`config.mk`:
```
export PLATFORM = sky130hd
export DESIGN_NAME = fact_result_reader_flat
export DESIGN_NICKNAME = d
export VERILOG_FILES = /design/src/rtl/fact_result_reader_pkg.sv /design/src/rtl/fact_result_reader_if.sv /design/src/rtl/fact_result_fifo.sv /design/src/rtl/fact_result_reader.sv /design/src/flat_wrapper.sv
export SDC_FILE = /design/constraint.sdc
export NUM_CORES = 1
export LEC_CHECK = 0
export ABC_CLOCK_PERIOD_IN_PS = 5000
export CORE_MARGIN = 5
export CORE_UTILIZATION = 45
export CTS_CLUSTER_DIAMETER = 150
export CTS_CLUSTER_SIZE = 10
export DETAILED_ROUTE_END_ITERATION = 16
export MAX_ROUTING_LAYER = met4
export PLACE_DENSITY = 0.74
export RECOVER_POWER = 100
export SLEW_MARGIN = 30
export SYNTH_ARGS = -nofsm -noshare
export SYNTH_HDL_FRONTEND = slang
export SYNTH_HIERARCHICAL = 1
export SYNTH_SLANG_ARGS = --single-unit
```
`constraint.sdc`:
```
create_clock -name clock -period 5 [get_ports clock]
set_input_delay 0.5 -clock clock [delete_from_list [all_inputs] [get_ports clock]]
set_output_delay 0.5 -clock clock [all_outputs]
set_load 0.02 [all_outputs]
```
`src/rtl/fact_result_reader_pkg.sv`:
```
// fact_result_reader_pkg: shared widths, read addresses and STATUS word layout
package fact_result_reader_pkg;
  localparam int DW = 32;
  localparam int EW = DW + 1;
  localparam logic [1:0] ADDR_STATUS = 2'd0;
  localparam logic [1:0] ADDR_RESULT = 2'd1;
  localparam logic [1:0] ADDR_PEEK = 2'd2;
  localparam logic [1:0] ADDR_CLEAR = 2'd3;
  localparam int ST_NE = 0;
  localparam int ST_FULL = 1;
  localparam int ST_ERR = 2;
  localparam int ST_OVF = 3;
  localparam int ST_CNT = 4;
  function automatic logic [5:0] status_bits(input logic [1:0] cnt, input logic ovf, input logic err,
                                             input logic full, input logic ne);
    logic [5:0] s;
    s = '0;
    s[ST_CNT +: 2] = cnt;
    s[ST_OVF] = ovf;
    s[ST_ERR] = err;
    s[ST_FULL] = full;
    s[ST_NE] = ne;
    return s;
  endfunction
endpackage

```
`src/rtl/fact_result_reader_if.sv`:
```
// fact_result_reader_if: core result inputs plus memory-mapped read port
interface fact_result_reader_if;
  import fact_result_reader_pkg::*;
  logic core_done;
  logic core_err;
  logic [DW-1:0] core_result;
  logic rd_en;
  logic [1:0] rd_addr;
  logic [DW-1:0] rd_data;
  logic rd_valid;
  logic irq;
  modport master (output core_done, core_err, core_result, rd_en, rd_addr, input rd_data, rd_valid, irq);
  modport slave (input core_done, core_err, core_result, rd_en, rd_addr, output rd_data, rd_valid, irq);
endinterface

```
`src/rtl/fact_result_fifo.sv`:
```
// fact_result_fifo: 2-entry synchronous FIFO with push/pop/flush and occupancy count
module fact_result_fifo
  import fact_result_reader_pkg::*;
#(
  parameter int W = EW
) (
  input  logic         clock,
  input  logic         rst_n,
  input  logic         push,
  input  logic         pop,
  input  logic         flush,
  input  logic [W-1:0] din,
  output logic [W-1:0] dout,
  output logic [1:0]   count,
  output logic         full,
  output logic         empty
);
  logic [W-1:0] mem [2];
  logic head, tail, do_pop, do_push;
  assign empty = count == 2'd0;
  assign full = count == 2'd2;
  assign do_pop = pop & ~empty;
  // a pop in the same cycle frees a slot, so a push into a full buffer still lands
  assign do_push = push & (~full | do_pop);
  assign dout = mem[head];
  always_ff @(posedge clock) begin
    if (!rst_n) begin
      head <= 1'b0;
      tail <= 1'b0;
      count <= 2'd0;
    end else if (flush) begin
      head <= 1'b0;
      tail <= push;
      count <= {1'b0, push};
      if (push) mem[0] <= din;
    end else begin
      if (do_push) begin
        mem[tail] <= din;
        tail <= ~tail;
      end
      if (do_pop) head <= ~head;
      count <= count + {1'b0, do_push} - {1'b0, do_pop};
    end
  end
endmodule

```
`src/rtl/fact_result_reader.sv`:
```
// fact_result_reader: buffers factorial core results and serves them on a registered read port
module fact_result_reader
  import fact_result_reader_pkg::*;
(
  input logic clock,
  input logic rst_n,
  fact_result_reader_if.slave bus
);
  logic done_q, done_rise, pop, clear, overflow, full, empty, head_err;
  logic [1:0] count;
  logic [EW-1:0] head;
  logic [DW-1:0] status, rd_next;
  assign done_rise = bus.core_done & ~done_q;
  assign pop = bus.rd_en & (bus.rd_addr == ADDR_RESULT) & ~empty;
  assign clear = bus.rd_en & (bus.rd_addr == ADDR_CLEAR);
  assign head_err = ~empty & head[DW];
  assign status = {{(DW-6){1'b0}}, status_bits(count, overflow, head_err, full, ~empty)};
  assign bus.irq = ~empty;
  always_comb rd_next = (bus.rd_addr == ADDR_STATUS || bus.rd_addr == ADDR_CLEAR) ? status :
                        empty ? '0 : head[DW-1:0];
  fact_result_fifo #(.W(EW)) u_fifo (
    .clock(clock),
    .rst_n(rst_n),
    .push(done_rise),
    .pop(pop),
    .flush(clear),
    .din({bus.core_err, bus.core_result}),
    .dout(head),
    .count(count),
    .full(full),
    .empty(empty)
  );
  always_ff @(posedge clock) begin
    if (!rst_n) begin
      done_q <= 1'b0;
      overflow <= 1'b0;
      bus.rd_data <= '0;
      bus.rd_valid <= 1'b0;
    end else begin
      done_q <= bus.core_done;
      overflow <= clear ? 1'b0 : overflow | (done_rise & full & ~pop);
      bus.rd_valid <= bus.rd_en;
      if (bus.rd_en) bus.rd_data <= rd_next;
    end
  end
endmodule
```
`src/flat_wrapper.sv`:
```
// flat-port wrapper written by rule: the top's interface ports become plain ports
module fact_result_reader_flat import fact_result_reader_pkg::*;
  (clock, rst_n, bus_core_done, bus_core_err, bus_core_result, bus_rd_en, bus_rd_addr, bus_rd_data, bus_rd_valid, bus_irq);
  fact_result_reader_if bus_i ();
  input logic clock;
  input logic rst_n;
  input wire logic [$bits(bus_i.core_done)-1:0] bus_core_done;
  input wire logic [$bits(bus_i.core_err)-1:0] bus_core_err;
  input wire logic [$bits(bus_i.core_result)-1:0] bus_core_result;
  input wire logic [$bits(bus_i.rd_en)-1:0] bus_rd_en;
  input wire logic [$bits(bus_i.rd_addr)-1:0] bus_rd_addr;
  output wire logic [$bits(bus_i.rd_data)-1:0] bus_rd_data;
  output wire logic [$bits(bus_i.rd_valid)-1:0] bus_rd_valid;
  output wire logic [$bits(bus_i.irq)-1:0] bus_irq;
  assign bus_i.core_done = bus_core_done;
  assign bus_i.core_err = bus_core_err;
  assign bus_i.core_result = bus_core_result;
  assign bus_i.rd_en = bus_rd_en;
  assign bus_i.rd_addr = bus_rd_addr;
  assign bus_rd_data = bus_i.rd_data;
  assign bus_rd_valid = bus_i.rd_valid;
  assign bus_irq = bus_i.irq;
  fact_result_reader u_core (.clock(clock), .rst_n(rst_n), .bus(bus_i));
endmodule
```
==> results of run 1 <==
[worst max-delay path: stages]
cell           delay, ns
dlygate4sd3_1       0.73
and2_0              0.32
nand2b_1            0.25
nor3_1              0.21
clkbuf_1            1.37
[synth_stat cells, drive strengths merged (2+ instances only)]
cell | number | area (um^2)
edfxtp | 66 | 1982
dfxtp | 40 | 800.8
mux2 | 33 | 371.6
a22o | 26 | 227.7
buf | 11 | 83.83
and2 | 8 | 55.06
a21oi | 7 | 35.03
o21ai | 7 | 38.79
nor2 | 6 | 25.03
inv | 5 | 18.77
a22oi | 3 | 22.52
ha | 3 | 37.54
nand2 | 3 | 11.26
nor2b | 3 | 18.77
nor3b | 3 | 27.52
clkbuf | 2 | 7.510
mux2i | 2 | 20.02
nand2b | 2 | 12.51
nand3b | 2 | 15.01
o22ai | 2 | 12.51
xor2 | 2 | 17.52
[worst min-delay path by stage]
stage                     slack, ns                     end  cells after the start
final                          0.48  u_core/bus.rd_data[10]                      1
after global routing           0.49  u_core/bus.rd_data[18]                      1
after CTS                      0.49  u_core/bus.rd_data[18]                      1
after detailed placement       0.47  u_core/bus.rd_data[18]                      1
after global placement         0.46  u_core/bus.rd_data[25]                      1
after floorplan                0.44      u_core/u_fifo/tail                      2
[layout by cell type (no fill, tap or decap), types with 3 or more instances in the layout]
cell type	count
clkbuf_1	3
inv_1	5
nand2_1	3
ha_1	3
a22oi_1	3
nor3b_1	3
dfxtp_1	40
and2_0	4
a22o_1	26
nor2_1	5
o21ai_0	7
clkbuf_8	10
mux2_2	32
edfxtp_1	66
a21oi_1	7
dlygate4sd3_1	70
[power groups by stage]
| stage | Clock [mW] | Combinational [mW] | Sequential [mW] |
|---|---|---|---|
| after floorplan | 0 | 0.0634 | 1.00 |
| after global placement | 0 | 0.140 | 0.993 |
| after detailed placement | 0 | 0.144 | 0.994 |
| after CTS | 0.598 | 0.145 | 0.975 |
| after global routing | 0.633 | 0.144 | 0.977 |
| final | 0.584 | 0.133 | 0.974 |
[per-layer routing]
metal	part of all wire, %	vias to the layer above	wire [um]	GRT usage (%)
met1	45	1081	3298	19.52
met2	47	80	3468	22.59
li1	-	1051	-	-
met3	6.4	9	470	4.804
met5	0	-	0	-
met4	0.93	0	68	5.080
[sequential cells by signal (all words and copies together) (netlist names), named ones only]
name                 flops
u_core/overflow          1
u_core/bus.rd_data      32
u_core/u_fifo/mem       66
u_core/u_fifo/tail       1
u_core/u_fifo/count      2
u_core/done_q            1
u_core/bus.rd_valid      1
u_core/u_fifo/head       1
[cell families after synthesis]
logic type	Yosys count
flops	106
compound gates	48
mux	35
simple gates	30
buf+inv	18
fa+ha+maj	3
xor+xnor	2
[cell type report]
class	instances	area [um^2]	share of cell area, %
clock inverter	2	38.79	0.7949
inverter	5	18.77	0.3846
multi-input combinational	118	988.4	20.26
sequential	106	2783	57.03
timing repair buffer	73	724.4	14.85
clock buffer	14	195.2	4.000
tap	105	131.4	2.692
==> impl_metrics.yaml, run 1 <==
yosys:
  synthMuxAreaShare_pct: 10.08
  seq_area_frac_synth_pct: 71.65
  synth-xor-area-share_pct: 0.4510
  syn-num-nets: 284
  synth_edf_count: 66
  synth.ff_latch_count: 106
  synth_compound_area_share_pct: 9.246
  syn_avg_cell_area_um2: 16.05
  synth_cells: 242
  syn-cell-area_mm2: 0.003884
  yosys.area_share.simple_pct: 4.768
  ys_async_sr_fraction_pct: 0
  synth_fa_ha_area_share_pct: 0.9665
  ys.flop_type: "edfxtp_1"
  ys_warn_count: 6
  synth_cell_types: 34
  synth_top_family_by_area: "multiplexers"
cts:
  cts.clk_slew.worst_paths_ns: 0.09
  ctsHoldBuffers: 0
  cts_tree: "built"
  clock-sinks: 106
  numCtsBuffers: 9
  clkLatencyLatePin_ns: 0.36
  clock_path_buffers: 2
  cts_setup_buffers: 0
  root_buffer: "clkbuf_8"
  htree_levels: 3
  ctsResizeCount: 0
placement:
  dp_cells: 407
  gp_congestion: 0.8294
  dpl-instance-area_mm2: 0.004667
  place_ws_ns: 1.997
  io_buffer_count: 72
  dp.final_hpwl_um: 4729
grt:
  antenna_found_initial: 0
  overflow: 0
  grt_pass1_vias: 2343
  grt_pass1_wl_um: 11700
  grt_use_total_pct: 15.09
  grt_max_degree: 34
detailed_routing:
  vias: 2221
  viasPerCell: 5.251
  routed_wl_um: 7306
  post_drt_wl_per_cell_um: 17.27
  drt_iter0_markers: 103
  drt_pre_antenna_iters: 4
  drc: 0
  ant_nets: 0
power_and_ir_drop:
  ir_drop_uv: 201.8
  clockPowerShare_pct: 34.5
  p_switching_mw: 0.3590
  power_density_mw_per_mm2: 346.6
  power_frac_seq_pct: 57.6
  p_int_mw: 1.332
  power_frac_comb_pct: 7.9
  p_leak_nw: 1.796
  swShare_pct: 21.23
  report.power.total_mw: 1.691
critical_path:
  crit_path_start: "bus_rd_en"
  rrSetupSlack_ns: 1.98
  cp.arrival_ns: 3.39
  endpoint_kind: "register"
  reg2reg_depth: 6
  timing.rr.end: "u_core/u_fifo/mem[1][22]"
  reg2reg_from: "u_core/u_fifo/count[1]"
  cp.required_ns: 4.95
  worst-setup-path-type: "primary input to register"
  cp-start-kind: "primary input"
  cp_max_fo: 33
  setup.worst_path.end: "u_core/u_fifo/mem[1][22]"
die:
  core_area_mm2: 0.008299
  die_area_mm2: 0.01059
  initial_utilization_pct: 46.80
  die_h_um: 102.9
  ios: 73
  num_rows: 33
  die_w_um: 102.9
layout:
  utilization_pct: 58.80
  syn2layout_area_growth_pct: 25.64
  antennaDiodeCount: 0
  drive_above_1_share_pct: 16.04
  final_cells: 423
  finish.instance_area_mm2: 0.004880
  nets: 355
  nFillCells: 669
sta:
  setup_viol: 0
  tightest_slew_ns: 1.862
  hold_violations: 0
  finalCriticalPeriod_ns: 3.440
  clock_skew_ns: 0.01068
  rsz0062_at_grt: "false"
  layout_setup_ws_ns: 1.560
  setup_tns_ns: 0
  fmax_mhz: 290.7
  relSlewSlack_pct: -24.13
  holdWs_ns: 0.4801
  drv_slew: 68
  period_share_pct: 68.79
worst_hold_path:
  hp-start: "u_core/bus.rd_data[10]"
  hold_class: "register to register"
status:
  status: "finished, violations left"
  violations: "capacitance limit, slew limit"
run:
  maxCapViolCount: 2
Power figures use the tool's default switching activity.
==> run 2: changes to the inputs <==
--- a/config.mk
+++ b/config.mk
@@ -5,7 +5,7 @@
 export SDC_FILE = /design/constraint.sdc
 export NUM_CORES = 1
 export LEC_CHECK = 0
-export ABC_CLOCK_PERIOD_IN_PS = 5000
+export ABC_CLOCK_PERIOD_IN_PS = 3200
 export CORE_MARGIN = 5
 export CORE_UTILIZATION = 45
 export CTS_CLUSTER_DIAMETER = 150
==> constraint.sdc (replaced) <==
create_clock -name clock -period 3.2 [get_ports clock]
set_input_delay 0.32 -clock clock [delete_from_list [all_inputs] [get_ports clock]]
set_output_delay 0.32 -clock clock [all_outputs]
set_load 0.02 [all_outputs]
==> run 2 against run 1 <==
Effect of this change:
- the run now ends clean
- critical path depth increased by 1
- flip-flop and latch count is the same
- power rose by 55%
- global-route usage decreased by 0.47 points
==> impl_metrics.yaml, run 2 (same netlist as run 1, synthesis figures left out) <==
cts:
  ctsResizeCount: 0
  ctsHoldBuffers: 0
  htree_levels: 3
  root_buffer: "clkbuf_8"
  clock-sinks: 106
  cts.clk_slew.worst_paths_ns: 0.10
  clock_path_buffers: 2
  clkLatencyLatePin_ns: 0.36
  numCtsBuffers: 9
  cts_setup_buffers: 0
  cts_tree: "built"
layout:
  largest-register: "u_core/u_fifo/mem"
  multiInputGateArea_um2: 980.9
  syn2layout_area_growth_pct: 26.64
  nFillCells: 655
  seqCellArea_mm2: 0.002783
  antennaDiodeCount: 0
  final_cell_mix: "dlygate4sd3_1, edfxtp_1, dfxtp_1"
  finish.instance_area_mm2: 0.004918
  final_cells: 429
  top_regs: "u_core/u_fifo/mem (66), u_core/bus.rd_data (32), u_core/u_fifo/count (2)"
  layout_commonest_cell: "dlygate4sd3_1"
  drive_above_1_share_pct: 17.28
  nets: 361
  largest_reg_flops: 66
grt:
  overflow: 0
  grt_pass1_wl_um: 11380
  grt_pass1_vias: 2252
  grt_use_total_pct: 14.62
  grt_max_degree: 27
  antenna_found_initial: 0
worst_hold_path:
  hp-start: "u_core/u_fifo/tail"
  hold_depth: 2
  whs_endpoint: "u_core/u_fifo/tail"
  hold_class: "register to register"
power_and_ir_drop:
  clockPowerShare_pct: 33.8
  power_density_mw_per_mm2: 532.1
  p_int_mw: 2.030
  power_frac_seq_pct: 58.0
  ir_drop_uv: 366.1
  power_frac_comb_pct: 8.1
  swShare_pct: 22.44
  p_leak_nw: 1.818
  p_switching_mw: 0.5873
sta:
  relSlewSlack_pct: 34.66
  period_share_pct: 79.65
  rsz0062_at_grt: "false"
  holdWs_ns: 0.4747
  drv_slew: 0
  setup_viol: 0
  finalCriticalPeriod_ns: 2.549
  fmax_mhz: 392.3
  clock_skew_ns: 0.008475
  hold_violations: 0
  setup_tns_ns: 0
  tightest_slew_ns: 0.9801
critical_path:
  cp_max_fo: 17
  cp.required_ns: 3.18
  rrSetupSlack_ns: 0.79
  worst-setup-path-type: "primary input to register"
  cp_slowest_cell: "clkbuf_1"
  crit_buf_inv: 2
  path_delay_family: "buffers and inverters"
  cpPeakStageDelay_ns: 0.75
  reg2reg_depth: 4
  cp_cell_sequence: "dlygate4sd3_1 > ha_1 > and2_0 > nand2b_1 > nor3_1 > clkbuf_1"
  cp.arrival_ns: 2.53
  endpoint_kind: "register"
  cp-start-kind: "primary input"
  timing.rr.end: "u_core/bus.rd_data[1]"
die:
  die_w_um: 102.9
  core_area_mm2: 0.008299
  die_h_um: 102.9
  ios: 73
  die_area_mm2: 0.01059
  initial_utilization_pct: 46.80
  num_rows: 33
status:
  status: "complete, no violations"
placement:
  dp_cells: 413
  dpl-instance-area_mm2: 0.004725
  gp_congestion: 0.8152
  io_buffer_count: 72
  dp.final_hpwl_um: 4776
detailed_routing:
  post_drt_wl_per_cell_um: 16.38
  drt_iter0_markers: 91
  routed_wl_um: 7026
  drt_pre_antenna_iters: 4
  vias: 2229
  ant_nets: 0
  drc: 0
  viasPerCell: 5.196
run:
  maxCapViolCount: 0
-- run 2: cell types whose count changed in the layout (fill, tap and decap cells not counted), sizes merged --
cell           change
inv                +2
clkdlybuf4s50      +1
buf                +4
clkinv             +2
clkbuf             -2
dlygate4sd3        -1
-- run 2: worst reg2reg max path: cells and delay by family, from the launching register on --
kind / cells / cell delay (ns)
multiplexers: 1 / 0.45
buffers and inverters: 1 / 0.80
AO/OA/AOI/OAI: 2 / 0.25
flip-flops: 1 / 0.81
-- run 2: layout make-up --
class / count / area share (%)
Sequential cell: 106 / 56.58
Multi-Input combinational cell: 118 / 19.94
Timing Repair Buffer: 79 / 15.75
Clock buffer: 10 / 3.027
Tap cell: 105 / 2.671
Clock inverter: 6 / 1.654
Inverter: 5 / 0.3816
-- run 2: worst max path at each step --
| stage | from | endpoint | slack (ns) | cells past startpoint |
|---|---|---|---|---|
| after CTS | u_core/u_fifo/count[0] | u_core/u_fifo/mem[0][15] | 0.97 | 7 |
| after global placement | bus_rd_addr[1] | u_core/u_fifo/mem[0][14] | 0.78 | 9 |
| after detailed placement | bus_rd_addr[1] | u_core/u_fifo/mem[0][19] | 0.73 | 9 |
| after global routing | bus_rd_addr[1] | u_core/u_fifo/mem[1][25] | 0.45 | 6 |
| after floorplan | u_core/u_fifo/count[0] | u_core/u_fifo/mem[1][0] | 0.53 | 5 |
| final | bus_rd_addr[1] | u_core/u_fifo/mem[1][16] | 0.65 | 6 |
-- run 2: power groups by stage --
stage                     logic, mW  clock network, mW  registers [mW]
after global placement        0.229                  0            1.55
after CTS                     0.234              0.916            1.52
final                         0.213              0.885            1.52
after detailed placement      0.232                  0            1.55
after global routing          0.231              0.963            1.53
after floorplan              0.0995                  0            1.57
-- run 2: metrics by stage --
stage / setup WS (ns) / util [%] / power [mW]
after floorplan: 0.5301 / - / 1.665
after global placement: 0.7804 / 56.93 / 1.779
after detailed placement: 0.7348 / 56.93 / 1.784
after CTS: 0.9702 / 59.70 / 2.671
after global routing: 0.4502 / 59.26 / 2.719
final: 0.6512 / 59.26 / 2.617
-- run 2: per-layer routing --
| layer | part of all wire (%) | vias to the layer above | global-route usage, % |
|---|---|---|---|
| li1 | - | 1065 | - |
| met1 | 45 | 1094 | 18.45 |
| met5 | 0 | - | - |
| met3 | 6.1 | 4 | 4.804 |
| met4 | 0.57 | 0 | 3.586 |
| met2 | 48 | 66 | 22.94 |
==> run 3: changes to the inputs <==
--- a/config.mk
+++ b/config.mk
@@ -5,14 +5,14 @@
 export SDC_FILE = /design/constraint.sdc
 export NUM_CORES = 1
 export LEC_CHECK = 0
-export ABC_CLOCK_PERIOD_IN_PS = 3200
+export ABC_CLOCK_PERIOD_IN_PS = 2050
 export CORE_MARGIN = 5
 export CORE_UTILIZATION = 45
 export CTS_CLUSTER_DIAMETER = 150
 export CTS_CLUSTER_SIZE = 10
 export DETAILED_ROUTE_END_ITERATION = 16
 export MAX_ROUTING_LAYER = met4
-export PLACE_DENSITY = 0.74
+export PLACE_DENSITY = 0.76
 export RECOVER_POWER = 100
 export SLEW_MARGIN = 30
 export SYNTH_ARGS = -nofsm -noshare
==> constraint.sdc (replaced) <==
create_clock -name clock -period 2.05 [get_ports clock]
set_input_delay 0.205 -clock clock [delete_from_list [all_inputs] [get_ports clock]]
set_output_delay 0.205 -clock clock [all_outputs]
set_load 0.02 [all_outputs]
==> run 3 against run 2 <==
Effect of this change:
- worst setup slack worse by 0.55 ns
- power up 55%
- register-to-register slack worse by 0.66 ns
- utilization up 0.90 points
- largest power group unchanged
- die area unchanged
==> impl_metrics.yaml, run 3 (same netlist as run 1, synthesis figures left out) <==
critical_path:
  cp_cell_sequence: "clkdlybuf4s50_1 > nor2b_1 > nand2_1 > nor3_4 > clkbuf_4"
  endpoint_kind: "register"
  cp.arrival_ns: 1.95
  cp_slowest_cell: "clkdlybuf4s50_1"
  cp-start-kind: "primary input"
  cp.required_ns: 2.05
  worst-setup-path-type: "primary input to register"
  cp_max_fo: 33
  cpPeakStageDelay_ns: 0.46
layout:
  nets: 369
  antennaDiodeCount: 0
  largest-register: "u_core/u_fifo/mem"
  final_cell_mix: "dlygate4sd3_1, edfxtp_1, dfxtp_1"
  drive_above_1_share_pct: 20.18
  seqCellArea_mm2: 0.002788
  utilization_pct: 60.17
  top_regs: "u_core/u_fifo/mem (66), u_core/bus.rd_data (32), u_core/u_fifo/count (2)"
  largest_reg_flops: 66
  syn2layout_area_growth_pct: 28.58
  nFillCells: 658
  layout_commonest_cell: "dlygate4sd3_1"
  finish.instance_area_mm2: 0.004994
  multiInputGateArea_um2: 999.7
detailed_routing:
  vias: 2226
  drc: 0
  ant_nets: 0
  drt_pre_antenna_iters: 4
  viasPerCell: 5.094
  routed_wl_um: 7341
  drt_iter0_markers: 94
  post_drt_wl_per_cell_um: 16.80
cts:
  htree_levels: 3
  cts_tree: "built"
  ctsHoldBuffers: 0
  numCtsBuffers: 9
  clock-sinks: 106
  cts.clk_slew.worst_paths_ns: 0.10
  clkLatencyLatePin_ns: 0.36
  clock_path_buffers: 2
  root_buffer: "clkbuf_8"
  ctsResizeCount: 0
  cts_setup_buffers: 0
placement:
  place_ws_ns: -0.1898
  dp.final_hpwl_um: 5075
  io_buffer_count: 72
  gp_congestion: 0.9114
  dpl-instance-area_mm2: 0.004821
power_and_ir_drop:
  power_density_mw_per_mm2: 810.2
  ir_drop_uv: 524.8
  report.power.total_mw: 4.046
  p_leak_nw: 1.856
sta:
  layout_setup_ws_ns: 0.1049
  fmax_mhz: 514.1
  clock_skew_ns: 0.01269
  hold_violations: 0
  finalCriticalPeriod_ns: 1.945
  rsz0062_at_grt: "false"
  period_share_pct: 94.88
  setup_viol: 0
  tightest_slew_ns: 0.5765
  relSlewSlack_pct: 61.57
  drv_slew: 0
  holdWs_ns: 0.4252
die:
  die_w_um: 102.9
  core_area_mm2: 0.008299
  die_area_mm2: 0.01059
  initial_utilization_pct: 46.80
  num_rows: 33
  die_h_um: 102.9
  ios: 73
worst_hold_path:
  hold_class: "primary input to register"
grt:
  grt_max_degree: 34
  antenna_found_initial: 0
  grt_pass1_wl_um: 11650
  grt_pass1_vias: 2349
  grt_use_total_pct: 15.11
  overflow: 0
status:
  status: "complete, no violations"
run:
  maxCapViolCount: 0
run 3: worst max-delay path, delay by kind of cell:
family,cells,cell delay (ns)
buffers and inverters,2,0.92
and+or+nand+nor,3,0.81
run 3: metrics by stage:
stage	std cells	setup TNS [ns]
global placement	421	-0.07087
global route	437	0
finish	437	0
floorplan	242	0
detailed placement	421	-1.043
CTS	437	0
run 3: report_power, final:
group          switching (mW)  total (mW)  internal [mW]
registers              0.0298        2.37           2.34
logic                   0.180       0.360          0.180
clock network           0.728        1.31          0.587
run 3: area by class of cell:
type                       count  share of cell area [%]
clock inverter                 7                   1.729
sequential                   106                   55.83
clock buffer                   9                   2.481
tap                          105                   2.631
inverter                       5                  0.3758
multi-input combinational    118                   20.02
timing repair buffer          87                   16.94
run 3: final timing paths:
kind	from	endpoint	slack (ns)	cells after the start
hold reg to reg	u_core/bus.rd_data[25]	u_core/bus.rd_data[25]	0.48	1
setup / recovery	bus_core_done	u_core/u_fifo/mem[1][23]	0.10	5
hold / removal	bus_core_done	u_core/done_q	0.43	2
setup reg to reg	u_core/done_q	u_core/u_fifo/mem[1][23]	0.13	4
run 3: per-layer routing:
layer,vias to the layer above,GRT usage [%],share of wire (%)
met2,60,23.29,47
met5,-,-,0
met1,1072,19.92,47
met4,0,3.287,0.90
li1,1086,-,-
met3,8,4.533,5.2
